--- src/rtl/snitch_icache_refill_arbiter.sv ---
// Round-robin arbiter sharing the single L1 refill port among NR_PORTS L0 requesters.
// Request IDs carry the port index so that L1 responses are routed back combinationally.
module snitch_icache_refill_arbiter #(
  parameter int unsigned NR_PORTS     = 4,
  parameter int unsigned ADDR_WIDTH   = 32,
  parameter int unsigned DATA_WIDTH   = 128,
  parameter int unsigned IN_ID_WIDTH  = 1,
  parameter int unsigned MAX_PENDING  = 4,
  localparam int unsigned PW           = (NR_PORTS > 1) ? $clog2(NR_PORTS) : 1,
  localparam int unsigned OUT_ID_WIDTH = IN_ID_WIDTH + PW,
  localparam int unsigned CW           = $clog2(MAX_PENDING + 1)
) (
  input  logic                            clk_i,
  input  logic                            rst_i,
  input  logic                            flush_valid_i,
  output logic                            flush_ready_o,
  input  logic [NR_PORTS*ADDR_WIDTH-1:0]  in_addr_i,
  input  logic [NR_PORTS*IN_ID_WIDTH-1:0] in_id_i,
  input  logic [NR_PORTS-1:0]             in_valid_i,
  output logic [NR_PORTS-1:0]             in_ready_o,
  output logic [DATA_WIDTH-1:0]           in_rsp_data_o,
  output logic [IN_ID_WIDTH-1:0]          in_rsp_id_o,
  output logic [NR_PORTS-1:0]             in_rsp_valid_o,
  input  logic [NR_PORTS-1:0]             in_rsp_ready_i,
  output logic [ADDR_WIDTH-1:0]           out_addr_o,
  output logic [OUT_ID_WIDTH-1:0]         out_id_o,
  output logic                            out_valid_o,
  input  logic                            out_ready_i,
  input  logic [DATA_WIDTH-1:0]           out_rsp_data_i,
  input  logic [OUT_ID_WIDTH-1:0]         out_rsp_id_i,
  input  logic                            out_rsp_valid_i,
  output logic                            out_rsp_ready_o
);

  typedef enum logic [1:0] {ARB = 2'd0, DRAIN = 2'd1, ACK = 2'd2} state_e;

  state_e                  state_q;
  logic [PW-1:0]           rr_ptr_q;
  logic [CW-1:0]           pending_q, pending_d;
  logic [ADDR_WIDTH-1:0]   out_addr_q;
  logic [OUT_ID_WIDTH-1:0] out_id_q;
  logic                    out_valid_q;
  logic                    flush_ready_q;

  logic                    gnt_found, cand_hit, may_load, load;
  logic [PW-1:0]           gnt_idx, cand_idx, rr_next, rsp_idx;
  logic [ADDR_WIDTH-1:0]   gnt_addr;
  logic [IN_ID_WIDTH-1:0]  gnt_id;
  logic [CW:0]             occupancy;
  logic                    req_hs, rsp_valid, rsp_hs, rsp_idx_ok;

  // First valid requester at or after the round-robin pointer, wrapping.
  always_comb begin
    gnt_found = 1'b0;
    gnt_idx   = '0;
    cand_idx  = '0;
    cand_hit  = 1'b0;
    for (int unsigned i = 0; i < NR_PORTS; i++) begin
      cand_idx  = PW'((32'(rr_ptr_q) + i) % NR_PORTS);
      cand_hit  = !gnt_found && in_valid_i[cand_idx];
      gnt_idx   = cand_hit ? cand_idx : gnt_idx;
      gnt_found = gnt_found | cand_hit;
    end
  end

  always_comb begin
    gnt_addr = '0;
    gnt_id   = '0;
    for (int unsigned i = 0; i < NR_PORTS; i++) begin
      gnt_addr = (32'(gnt_idx) == i) ? in_addr_i[i*ADDR_WIDTH +: ADDR_WIDTH] : gnt_addr;
      gnt_id   = (32'(gnt_idx) == i) ? in_id_i[i*IN_ID_WIDTH +: IN_ID_WIDTH] : gnt_id;
    end
  end

  // The stage entry counts against the budget so a stalled request cannot overshoot it.
  assign occupancy  = {1'b0, pending_q} + (CW+1)'(out_valid_q);
  assign may_load   = !rst_i && (state_q == ARB) && (occupancy < (CW+1)'(MAX_PENDING))
                      && (!out_valid_q || out_ready_i);
  assign load       = may_load && gnt_found;
  assign in_ready_o = load ? (NR_PORTS'(1'b1) << gnt_idx) : '0;
  assign rr_next    = (32'(gnt_idx) == NR_PORTS - 1) ? '0 : gnt_idx + PW'(1);

  assign req_hs      = out_valid_q && out_ready_i;
  assign out_addr_o  = out_addr_q;
  assign out_id_o    = out_id_q;
  assign out_valid_o = out_valid_q;
  assign flush_ready_o = flush_ready_q;

  assign rsp_idx         = out_rsp_id_i[OUT_ID_WIDTH-1 -: PW];
  assign rsp_idx_ok      = 32'(rsp_idx) < NR_PORTS;
  assign rsp_valid       = out_rsp_valid_i && !rst_i;
  assign in_rsp_valid_o  = rsp_valid ? (NR_PORTS'(1'b1) << rsp_idx) : '0;
  assign out_rsp_ready_o = !rst_i && rsp_idx_ok && in_rsp_ready_i[rsp_idx];
  assign in_rsp_id_o     = out_rsp_id_i[IN_ID_WIDTH-1:0];
  assign in_rsp_data_o   = out_rsp_data_i;
  assign rsp_hs          = rsp_valid && out_rsp_ready_o;

  // Outstanding-request count: L1 acceptances minus delivered responses.
  always_comb begin
    pending_d = pending_q;
    case ({req_hs, rsp_hs})
      2'b10:   pending_d = pending_q + CW'(1);
      2'b01:   pending_d = (pending_q != '0) ? pending_q - CW'(1) : pending_q;
      default: pending_d = pending_q;
    endcase
  end

  // Output stage, round-robin pointer and flush sequencing.
  always_ff @(posedge clk_i or posedge rst_i) begin
    if (rst_i) begin
      state_q       <= ARB;
      rr_ptr_q      <= '0;
      pending_q     <= '0;
      out_addr_q    <= '0;
      out_id_q      <= '0;
      out_valid_q   <= 1'b0;
      flush_ready_q <= 1'b0;
    end else begin
      pending_q <= pending_d;
      if (load) begin
        out_addr_q  <= gnt_addr;
        out_id_q    <= {gnt_idx, gnt_id};
        out_valid_q <= 1'b1;
        rr_ptr_q    <= rr_next;
      end else if (req_hs) begin
        out_valid_q <= 1'b0;
      end
      case (state_q)
        ARB: begin
          flush_ready_q <= 1'b0;
          if (flush_valid_i) state_q <= DRAIN;
        end
        DRAIN: begin
          // Look at next-cycle occupancy so the ack follows the last response by one cycle.
          if ((!out_valid_q || out_ready_i) && (pending_d == '0)) begin
            state_q       <= ACK;
            flush_ready_q <= 1'b1;
          end
        end
        ACK: begin
          state_q       <= ARB;
          flush_ready_q <= 1'b0;
          rr_ptr_q      <= '0;
        end
        default: begin
          state_q       <= ARB;
          flush_ready_q <= 1'b0;
        end
      endcase
    end
  end

  rsp_pending_a: assert property (@(posedge clk_i) disable iff (rst_i)
    out_rsp_valid_i |-> (pending_q != '0));
  rsp_idx_a: assert property (@(posedge clk_i) disable iff (rst_i)
    out_rsp_valid_i |-> rsp_idx_ok);

endmodule

--- config.mk ---
export PLATFORM = sky130hd
export DESIGN_NAME = snitch_icache_refill_arbiter
export DESIGN_NICKNAME = d
export VERILOG_FILES = /design/src/rtl/snitch_icache_refill_arbiter.sv
export SDC_FILE = /design/constraint.sdc
export NUM_CORES = 1
export LEC_CHECK = 0
export BUFFER_PORTS_ARGS = -buffer_cell sky130_fd_sc_hd__buf_2
export CORE_AREA = 2 2 177 179
export CTS_CLUSTER_SIZE = 14
export DETAILED_ROUTE_END_ITERATION = 10
export DIE_AREA = 0 0 179 181
export SETUP_SLACK_MARGIN = 0.4
export SYNTH_ARGS = -nofsm -noshare
export SYNTH_HDL_FRONTEND = slang
export SYNTH_SLANG_ARGS = --single-unit
--- constraint.sdc ---
create_clock -name clk_i -period 2.6 [get_ports clk_i]
set_clock_uncertainty 0.15 [all_clocks]
set_input_delay 0 -clock clk_i [delete_from_list [all_inputs] [get_ports clk_i]]
set_output_delay 0 -clock clk_i [all_outputs]
set_load 0.01 [all_outputs]
# Yosys cells after proc, flatten, opt, wreduce, memory -nomap -nowiden

Cells that the tools add are included.

Register bits after elaboration: 44
Latch bits: 0
RAM bits: 0
ROM bits: 0
Input bits: 276
Output and inout bits: 175
Word-level logic and storage cells: 95
Memories: 0

Add/subtract/negate cells: 7
Multiply operators: 0
Divide/modulo/power cells: 0
$lt $le $gt $ge: 6
Equal/unequal tests: 9
Shift-type cells: 2
Muxes and demuxes: 36
Bitwise logic cells: 3
Reductions and logical operators: 25

Operator list:

| cell                                                       | number |
|---|---|
| two-way mux 32 bit                                         | 4 |
| two-way mux 2 bit                                          | 9 |
| less-than comparator 2 x 3 -> 1 bit, second input constant | 5 |
| two-way mux 1 bit                                          | 13 |
| logical AND 1 bit                                          | 12 |
| binary-select mux 1 bit (select 2 bit)                     | 5 |
| == test 2 bit, second input constant                       | 4 |
| two-way mux 4 bit                                          | 2 |
| << shifter 1 x 2 -> 4 bit, first input constant            | 2 |
| == test 2 x 1 -> 1 bit, second input constant              | 3 |
| case mux 3 bit (2 select lines)                            | 1 |
| zero test 1 bit                                            | 5 |
| adder 2 x 1 -> 2 bit, second input constant                | 2 |
| adder 2 bit, second input constant                         | 2 |
| adder 3 x 1 -> 4 bit                                       | 1 |
| zero test 2 bit                                            | 2 |
| less-than comparator 4 x 3 -> 1 bit, second input constant | 1 |
| != test 2 bit, second input constant                       | 2 |
| case mux 2 bit (2 select lines)                            | 1 |
| nonzero test 2 bit                                         | 2 |
| adder 3 x 1 -> 3 bit, second input constant                | 1 |
| zero test 3 bit                                            | 1 |
| two-way mux 3 bit                                          | 1 |
| bitwise OR 1 bit                                           | 3 |
| other kinds (4)                                            | 4 |

# Longest topological paths before layout

Depth after elaboration: 16
Gate-level depth with buffers: 12
Mapped depth without buffers: 10

# Worst setup path before layout

Ideal clock, no wire load.

Path type: reg-to-reg
Start: register rr_ptr_q[1]
End: register out_addr_q[3], in the netlist out_addr_o[3]
Library setup time: 64 ps
Arrival: 2,061 ps
Required time: 2,386 ps
Slack: 324 ps
Stages on the path, launching flop included: 12
Buffers on the path: 2
Period minus slack after synthesis: 2,276 ps
Cells stage by stage: dfrtp_1 -> a21oi_1 -> o21a_1 -> o22ai_1 -> ha_1 -> clkbuf_1 -> clkbuf_1 -> nand3b_1 -> a21oi_1 -> a21oi_1 -> o211ai_2 -> o21a_1

Longest elaborated chain between the ends: 16
Elaborated cells on any way between the ends: 33
Those cells by class: 3 x add/sub; 3 x eq/ne; 16 x mux; 3 x bitwise; 8 x reduce/logical

Ends and longest elaborated chain:

| item                                                                                  | RTL line | RTL |
|---|---|---|
| start: declaration                                                                    | 38       | `logic [PW-1:0] rr_ptr_q;` |
| start signal: assignment                                                              | 124      | `rr_ptr_q <= rr_next;` |
| adder 2 x 1 -> 2 bit / binary-select mux 1 bit (select 2 bit) (equally long branches) | 59, 60   |  |
| binary-select mux 1 bit (select 2 bit) / two-way mux 1 bit (equally long branches)    | 60       | `cand_hit = !gnt_found && in_valid_i[cand_idx];` |
| two-way mux 1 bit (implied by the code) / zero test 1 bit (equally long branches)     | 60       |  |
| logical AND 1 bit                                                                     | 60       |  |
| bitwise OR 1 bit                                                                      | 62       | `gnt_found = gnt_found \| cand_hit;` |
| zero test 1 bit                                                                       | 60       |  |
| logical AND 1 bit                                                                     | 60       |  |
| bitwise OR 1 bit                                                                      | 62       |  |
| zero test 1 bit                                                                       | 60       |  |
| logical AND 1 bit                                                                     | 60       |  |
| two-way mux 2 bit                                                                     | 61       | `gnt_idx = cand_hit ? cand_idx : gnt_idx;` |
| zero test 2 bit                                                                       | 70       | `gnt_addr = (32'(gnt_idx) == i) ? in_addr_i[i*ADDR_WIDTH +: ADDR_WIDTH] : gnt_addr;` |
| two-way mux 32 bit (4 in series)                                                      | 70       |  |
| end signal: assignment                                                                | 121      | `out_addr_q <= gnt_addr;` |
| end: declaration                                                                      | 40       | `logic [ADDR_WIDTH-1:0] out_addr_q;` |

Parallel ways exist; a longest one is shown, timed or not. The select of a mux whose other input is x is not followed.
A chain may end at the register's enable or synchronous reset.

# Final worst setup path

Start: register rr_ptr_q[1]
End: register out_addr_q[16], in the netlist out_addr_o[16]

Longest elaborated chain between the ends: 16
Elaborated cells on any way between the ends: 33
Those cells by class: 3 x add/sub; 3 x eq/ne; 16 x mux; 3 x bitwise; 8 x reduce/logical

Ends and longest elaborated chain:

| item                                                                                  | RTL line | RTL |
|---|---|---|
| adder 2 x 1 -> 2 bit / binary-select mux 1 bit (select 2 bit) (equally long branches) | 59, 60   |  |
| binary-select mux 1 bit (select 2 bit) / two-way mux 1 bit (equally long branches)    | 60       |  |
| two-way mux 1 bit (implied by the code) / zero test 1 bit (equally long branches)     | 60       |  |
| logical AND 1 bit                                                                     | 60       |  |
| bitwise OR 1 bit                                                                      | 62       |  |
| zero test 1 bit                                                                       | 60       |  |
| logical AND 1 bit                                                                     | 60       |  |
| bitwise OR 1 bit                                                                      | 62       |  |
| zero test 1 bit                                                                       | 60       |  |
| logical AND 1 bit                                                                     | 60       |  |
| two-way mux 2 bit (*)                                                                 | 61       |  |
| via gnt_idx[0]                                                                        | 46       | `logic [PW-1:0] gnt_idx, cand_idx, rr_next, rsp_idx;` |
| zero test 2 bit                                                                       | 70       |  |
| two-way mux 32 bit (3 in series)                                                      | 70       |  |
| two-way mux 32 bit (*)                                                                | 70       |  |

The timed path passes the listed nets; every way through them passes the cells marked *. The select of a mux whose other input is x is not followed.

==> report_table.html <==
<table>
<tr><th>Metric</th><th>Value</th></tr>
<tr><th colspan="2">Flow run</th></tr>
<tr><td>Max cap viols</td><td>0</td></tr>
<tr><th colspan="2">Global routing</th></tr>
<tr><td>Gr usage total</td><td>11.2%</td></tr>
<tr><td>First-pass GRT wire length</td><td>26900 um</td></tr>
<tr><td>Overall overflow remaining after global route</td><td>0</td></tr>
<tr><td>Initial antenna violation count</td><td>0</td></tr>
<tr><td>Via count of the first global-routing pass</td><td>4639</td></tr>
<tr><td>Pin count of the biggest net entering global routing</td><td>38</td></tr>
<tr><th colspan="2">Floorplanning</th></tr>
<tr><td>Rows</td><td>64</td></tr>
<tr><td>Effective utilization at floorplan</td><td>13.9%</td></tr>
<tr><td>Top Ports</td><td>451</td></tr>
<tr><td>Die outline width</td><td>179 um</td></tr>
<tr><td>Die Y-Extent</td><td>181 um</td></tr>
<tr><td>Die Footprint</td><td>0.0324 sq mm</td></tr>
<tr><td>Core box area</td><td>0.0303 sq mm</td></tr>
<tr><th colspan="2">Clocking</th></tr>
<tr><td>Buffer levels on the longest clock path</td><td>2</td></tr>
<tr><td>CTS H-tree lvls</td><td>2</td></tr>
<tr><td>Later-pin clock latency in the skew report</td><td>0.30 ns</td></tr>
<tr><td>CTS tree</td><td>yes</td></tr>
<tr><td>Clock slew at the register clock pins of the worst setup and hold paths</td><td>0.08 ns</td></tr>
<tr><td>CTS root buffer</td><td>sky130_fd_sc_hd__clkbuf_16</td></tr>
<tr><td>Inserted Clock Buffers</td><td>5</td></tr>
<tr><td>CTS sink count</td><td>44</td></tr>
<tr><th colspan="2">Logic synthesis</th></tr>
<tr><td>Unique cell type count in the Yosys netlist</td><td>41</td></tr>
<tr><td>Synthesized area divided by synthesized cell count</td><td>8.28 sq um</td></tr>
<tr><td>Commonest register cell after synthesis</td><td>sky130_fd_sc_hd__dfrtp_1</td></tr>
<tr><td>Mapped Area</td><td>0.00423 sq mm</td></tr>
<tr><td>Post-synth EDFFs</td><td>0</td></tr>
<tr><td>Number of flip-flops and latches in the synthesized netlist</td><td>44</td></tr>
<tr><td>Synthesized instance count</td><td>511</td></tr>
<tr><td>Async SR Flop Fraction</td><td>100%</td></tr>
<tr><td>Seq/Total Area, Yosys</td><td>26.0%</td></tr>
<tr><td>Syn nets</td><td>796</td></tr>
<tr><td>Count of yosys warnings during synthesis</td><td>0</td></tr>
<tr><th colspan="2">Route</th></tr>
<tr><td>Routed length per placed instance</td><td>17.4 um</td></tr>
<tr><td>Vias after detailed routing</td><td>4720</td></tr>
<tr><td>First-pass DRT Iterations</td><td>5</td></tr>
<tr><td>Drt initial violations</td><td>156</td></tr>
<tr><td>Via-per-instance ratio</td><td>4.03</td></tr>
<tr><td>Wire length after detailed routing</td><td>20400 um</td></tr>
<tr><td>Post-route DRC</td><td>0</td></tr>
<tr><td>Antenna violation net count after detailed routing</td><td>0</td></tr>
<tr><th colspan="2">Finish</th></tr>
<tr><td>Diode count</td><td>0</td></tr>
<tr><td>Share of final-layout standard cells stronger than drive strength 1</td><td>39.2%</td></tr>
<tr><td>NumNets Final</td><td>1060</td></tr>
<tr><td>Count of non-filler cells in the finished layout</td><td>1172</td></tr>
<tr><td>Layout Utilization</td><td>23.8%</td></tr>
<tr><td>Post-route design area</td><td>0.00722 sq mm</td></tr>
<tr><td>Layout Area Growth over Synthesis</td><td>70.5%</td></tr>
<tr><th colspan="2">Timing</th></tr>
<tr><td>Post-layout min period</td><td>2.34 ns</td></tr>
<tr><td>Post-route setup slack</td><td>0.256 ns</td></tr>
<tr><td>Fin. max-slew vios</td><td>0</td></tr>
<tr><td>Final hold slack</td><td>-0.0226 ns</td></tr>
<tr><td>Final period utilization</td><td>90.1%</td></tr>
<tr><td>Unrepaired setup endpoints after global routing</td><td>true</td></tr>
<tr><td>Top achievable clock speed</td><td>427 MHz</td></tr>
<tr><td>Fin. Hold Viols</td><td>2</td></tr>
<tr><td>Tightest slew margin relative to the limit</td><td>64.5%</td></tr>
<tr><td>Transition time of the tightest slew-check pin</td><td>0.527 ns</td></tr>
<tr><td>Final setup violation count</td><td>0</td></tr>
<tr><th colspan="2">Setup path</th></tr>
<tr><td>Arrival time of the worst setup path</td><td>2.43 ns</td></tr>
<tr><td>Worst Setup SP</td><td>rr_ptr_q[1]</td></tr>
<tr><td>Source of the worst register-to-register timing path</td><td>rr_ptr_q[1]</td></tr>
<tr><td>Critical-path cell with the highest stage delay</td><td>sky130_fd_sc_hd__dfrtp_2</td></tr>
<tr><td>Cells along the critical path</td><td>mux2i_1, a211o_2, inv_2, ha_4, buf_12, buf_16, nand2_1, a21oi_2, a21oi_2, o211ai_2, o21a_1</td></tr>
<tr><td>Crit path max fanout</td><td>7</td></tr>
<tr><td>Capturing element type of the critical path</td><td>flop</td></tr>
<tr><td>Most Frequent Cell on Critical Path</td><td>sky130_fd_sc_hd__a21oi_2</td></tr>
<tr><td>Required time of the critical path</td><td>2.69 ns</td></tr>
<tr><td>Crit Path Class</td><td>flop to flop</td></tr>
<tr><td>R2r worst-path depth</td><td>11</td></tr>
<tr><td>Setup crit start kind</td><td>flop</td></tr>
<tr><td>Critical Path Max Stage Delay</td><td>0.46 ns</td></tr>
<tr><th colspan="2">Placement</th></tr>
<tr><td>Placement-stage worst setup slack</td><td>-0.0335 ns</td></tr>
<tr><td>Post-Place Cells</td><td>956</td></tr>
<tr><td>HPWL after detailed placement</td><td>13700 um</td></tr>
<tr><td>Buffers added on ports</td><td>192</td></tr>
<tr><td>Final GP Congestion</td><td>0.826</td></tr>
<tr><td>Placed inst area</td><td>0.00474 sq mm</td></tr>
<tr><th colspan="2">Min path</th></tr>
<tr><td>HP Start</td><td>in_addr_i[92]</td></tr>
<tr><td>Class of the tightest hold or removal check</td><td>primary input to flop</td></tr>
<tr><td>Min-Delay Path Depth</td><td>5</td></tr>
<tr><th colspan="2">Pwr</th></tr>
<tr><td>VDD IR-drop max</td><td>388 uV</td></tr>
<tr><td>LEAKAGE</td><td>3.07 nW</td></tr>
<tr><td>Cell area power density</td><td>807 mW/mm^2</td></tr>
<tr><th colspan="2">Status</th></tr>
<tr><td>Violated checks</td><td>negative hold slack</td></tr>
<tr><td>Result of the run</td><td>finished, violations left</td></tr>
</table>
## metal layers
metal  track usage [%]  up-vias  share of wire, %
li1                  -     2158                 -
met3              2.19       20               7.1
met5                 0        -                 0
met2              21.1      293                53
met1              12.7     2249                38
met4              2.63        0               1.4
## worst max-delay path: cells and delay by family (launching register included)
family	cells	cell delay, ns
multiplexers	1	0.14
adder cells (fa/ha/maj)	1	0.21
AO/OA/AOI/OAI	5	0.86
buffers and inverters	3	0.38
AND/OR/NAND/NOR	1	0.07
flip-flops	1	0.46
## cell usage in the layout (no fill, tap or decap), drive strengths merged, types with 5 or more instances in the layout
cell and instances:
a21oi 70, a221oi 12, and2 5, buf 225, clkbuf 6, dfrtp 44, dlygate4sd3 191, ha 9
inv 12, nand2 59, nand3b 24, nor2 18, nor2b 13, nor3 10, o211ai 24, o21a 25
## layout make-up
| cell class | instances | area, sq um |
|---|---|---|
| Clock buffer | 5 | 125 |
| Clock inverter | 3 | 47.5 |
| Fill cell | 3244 | 23100 |
| Inverter | 12 | 45.0 |
| Multi-Input combinational cell | 295 | 2100 |
| Sequential cell | 44 | 1100 |
| Tap cell | 396 | 495 |
| Timing Repair Buffer | 417 | 3300 |
## registers in the layout, summed over array words and instances, names as in the netlist
name / flops
out_valid_o: 1
pending_q: 3
rr_ptr_q: 2
out_id_o: 3
state_q: 2
flush_ready_o: 1
out_addr_o: 32
## Yosys cell counts (2+ instances only)
library cell,number,area (sq um)
sky130_fd_sc_hd__buf_12,2,40.0
sky130_fd_sc_hd__nor3_1,10,50.1
sky130_fd_sc_hd__buf_6,2,22.5
sky130_fd_sc_hd__o31a_1,2,17.5
sky130_fd_sc_hd__buf_4,129,968
sky130_fd_sc_hd__dfrtp_1,44,1100
sky130_fd_sc_hd__inv_1,12,45.0
sky130_fd_sc_hd__o211ai_2,24,300
sky130_fd_sc_hd__o21a_1,25,188
sky130_fd_sc_hd__a21o_1,2,15.0
sky130_fd_sc_hd__and2_1,5,31.3
sky130_fd_sc_hd__nor3b_1,2,15.0
sky130_fd_sc_hd__nand2_1,59,221
sky130_fd_sc_hd__nand2b_1,2,12.5
sky130_fd_sc_hd__a21oi_1,70,350
sky130_fd_sc_hd__nand3b_1,24,180
sky130_fd_sc_hd__buf_2,7,35.0
sky130_fd_sc_hd__nor2_1,18,67.6
sky130_fd_sc_hd__clkbuf_1,16,60.1
sky130_fd_sc_hd__ha_1,9,113
sky130_fd_sc_hd__a221oi_1,12,105
sky130_fd_sc_hd__nor2b_1,12,75.1
sky130_fd_sc_hd__and3_1,2,12.5
sky130_fd_sc_hd__clkbuf_8,4,55.1
## through the flow
step / hold WS [ns] / setup TNS [ns] / power (mW)
2_1_floorplan: -0.102 / 0 / 3.32
3_3_place_gp: -0.150 / 0 / 4.13
3_5_place_dp: -0.150 / -0.179 / 4.19
4_1_cts: 0.000802 / 0 / 5.64
5_1_grt: 0.0108 / 0 / 6.26
6_report: -0.0226 / 0 / 5.82
## repair_timing
action | CTS | global route
gates resized for setup | 29 | 19
endpoints found under the setup margin | 36 | 38
pin swaps | 6 | 17
buffers inserted | 6 | 7
endpoints found under the hold margin | 183 | 0
hold buffers | 191 | 0
gates cloned | 2 | 2
## report_power, final
part           switching (mW)  leakage [nW]  total [mW]  internal (mW)
Clock                   0.334        0.0840       0.793          0.459
Combinational            2.01          2.47        3.78           1.77
Sequential              0.221         0.516        1.25           1.03
## cell families (layout without fill, tap and decap cells)
| group | Yosys count | count (layout) | share of synthesized area, % |
|---|---|---|---|
| multiplexers | 3 | 3 | 1.12 |
| adder cells (fa/ha/maj) | 9 | 9 | 2.66 |
| AO/OA/AOI/OAI | 144 | 144 | 24.7 |
| flip-flops | 44 | 44 | 26.0 |
| AND/OR/NAND/NOR | 138 | 139 | 16.4 |
| buffers and inverters | 173 | 437 | 29.1 |
## final timing paths
path / end / slack [ns]
worst max-delay path: out_addr_o[16] / 0.26
worst min-delay path: out_addr_o[28] / -0.02
worst max register to register: out_addr_o[16] / 0.26
worst min register to register: out_addr_o[14] / 0.34
max in group asynchronous: out_addr_o[11] / 1.33
min in group asynchronous: flush_ready_o / 0.17
(Power assumes the default switching activity.)
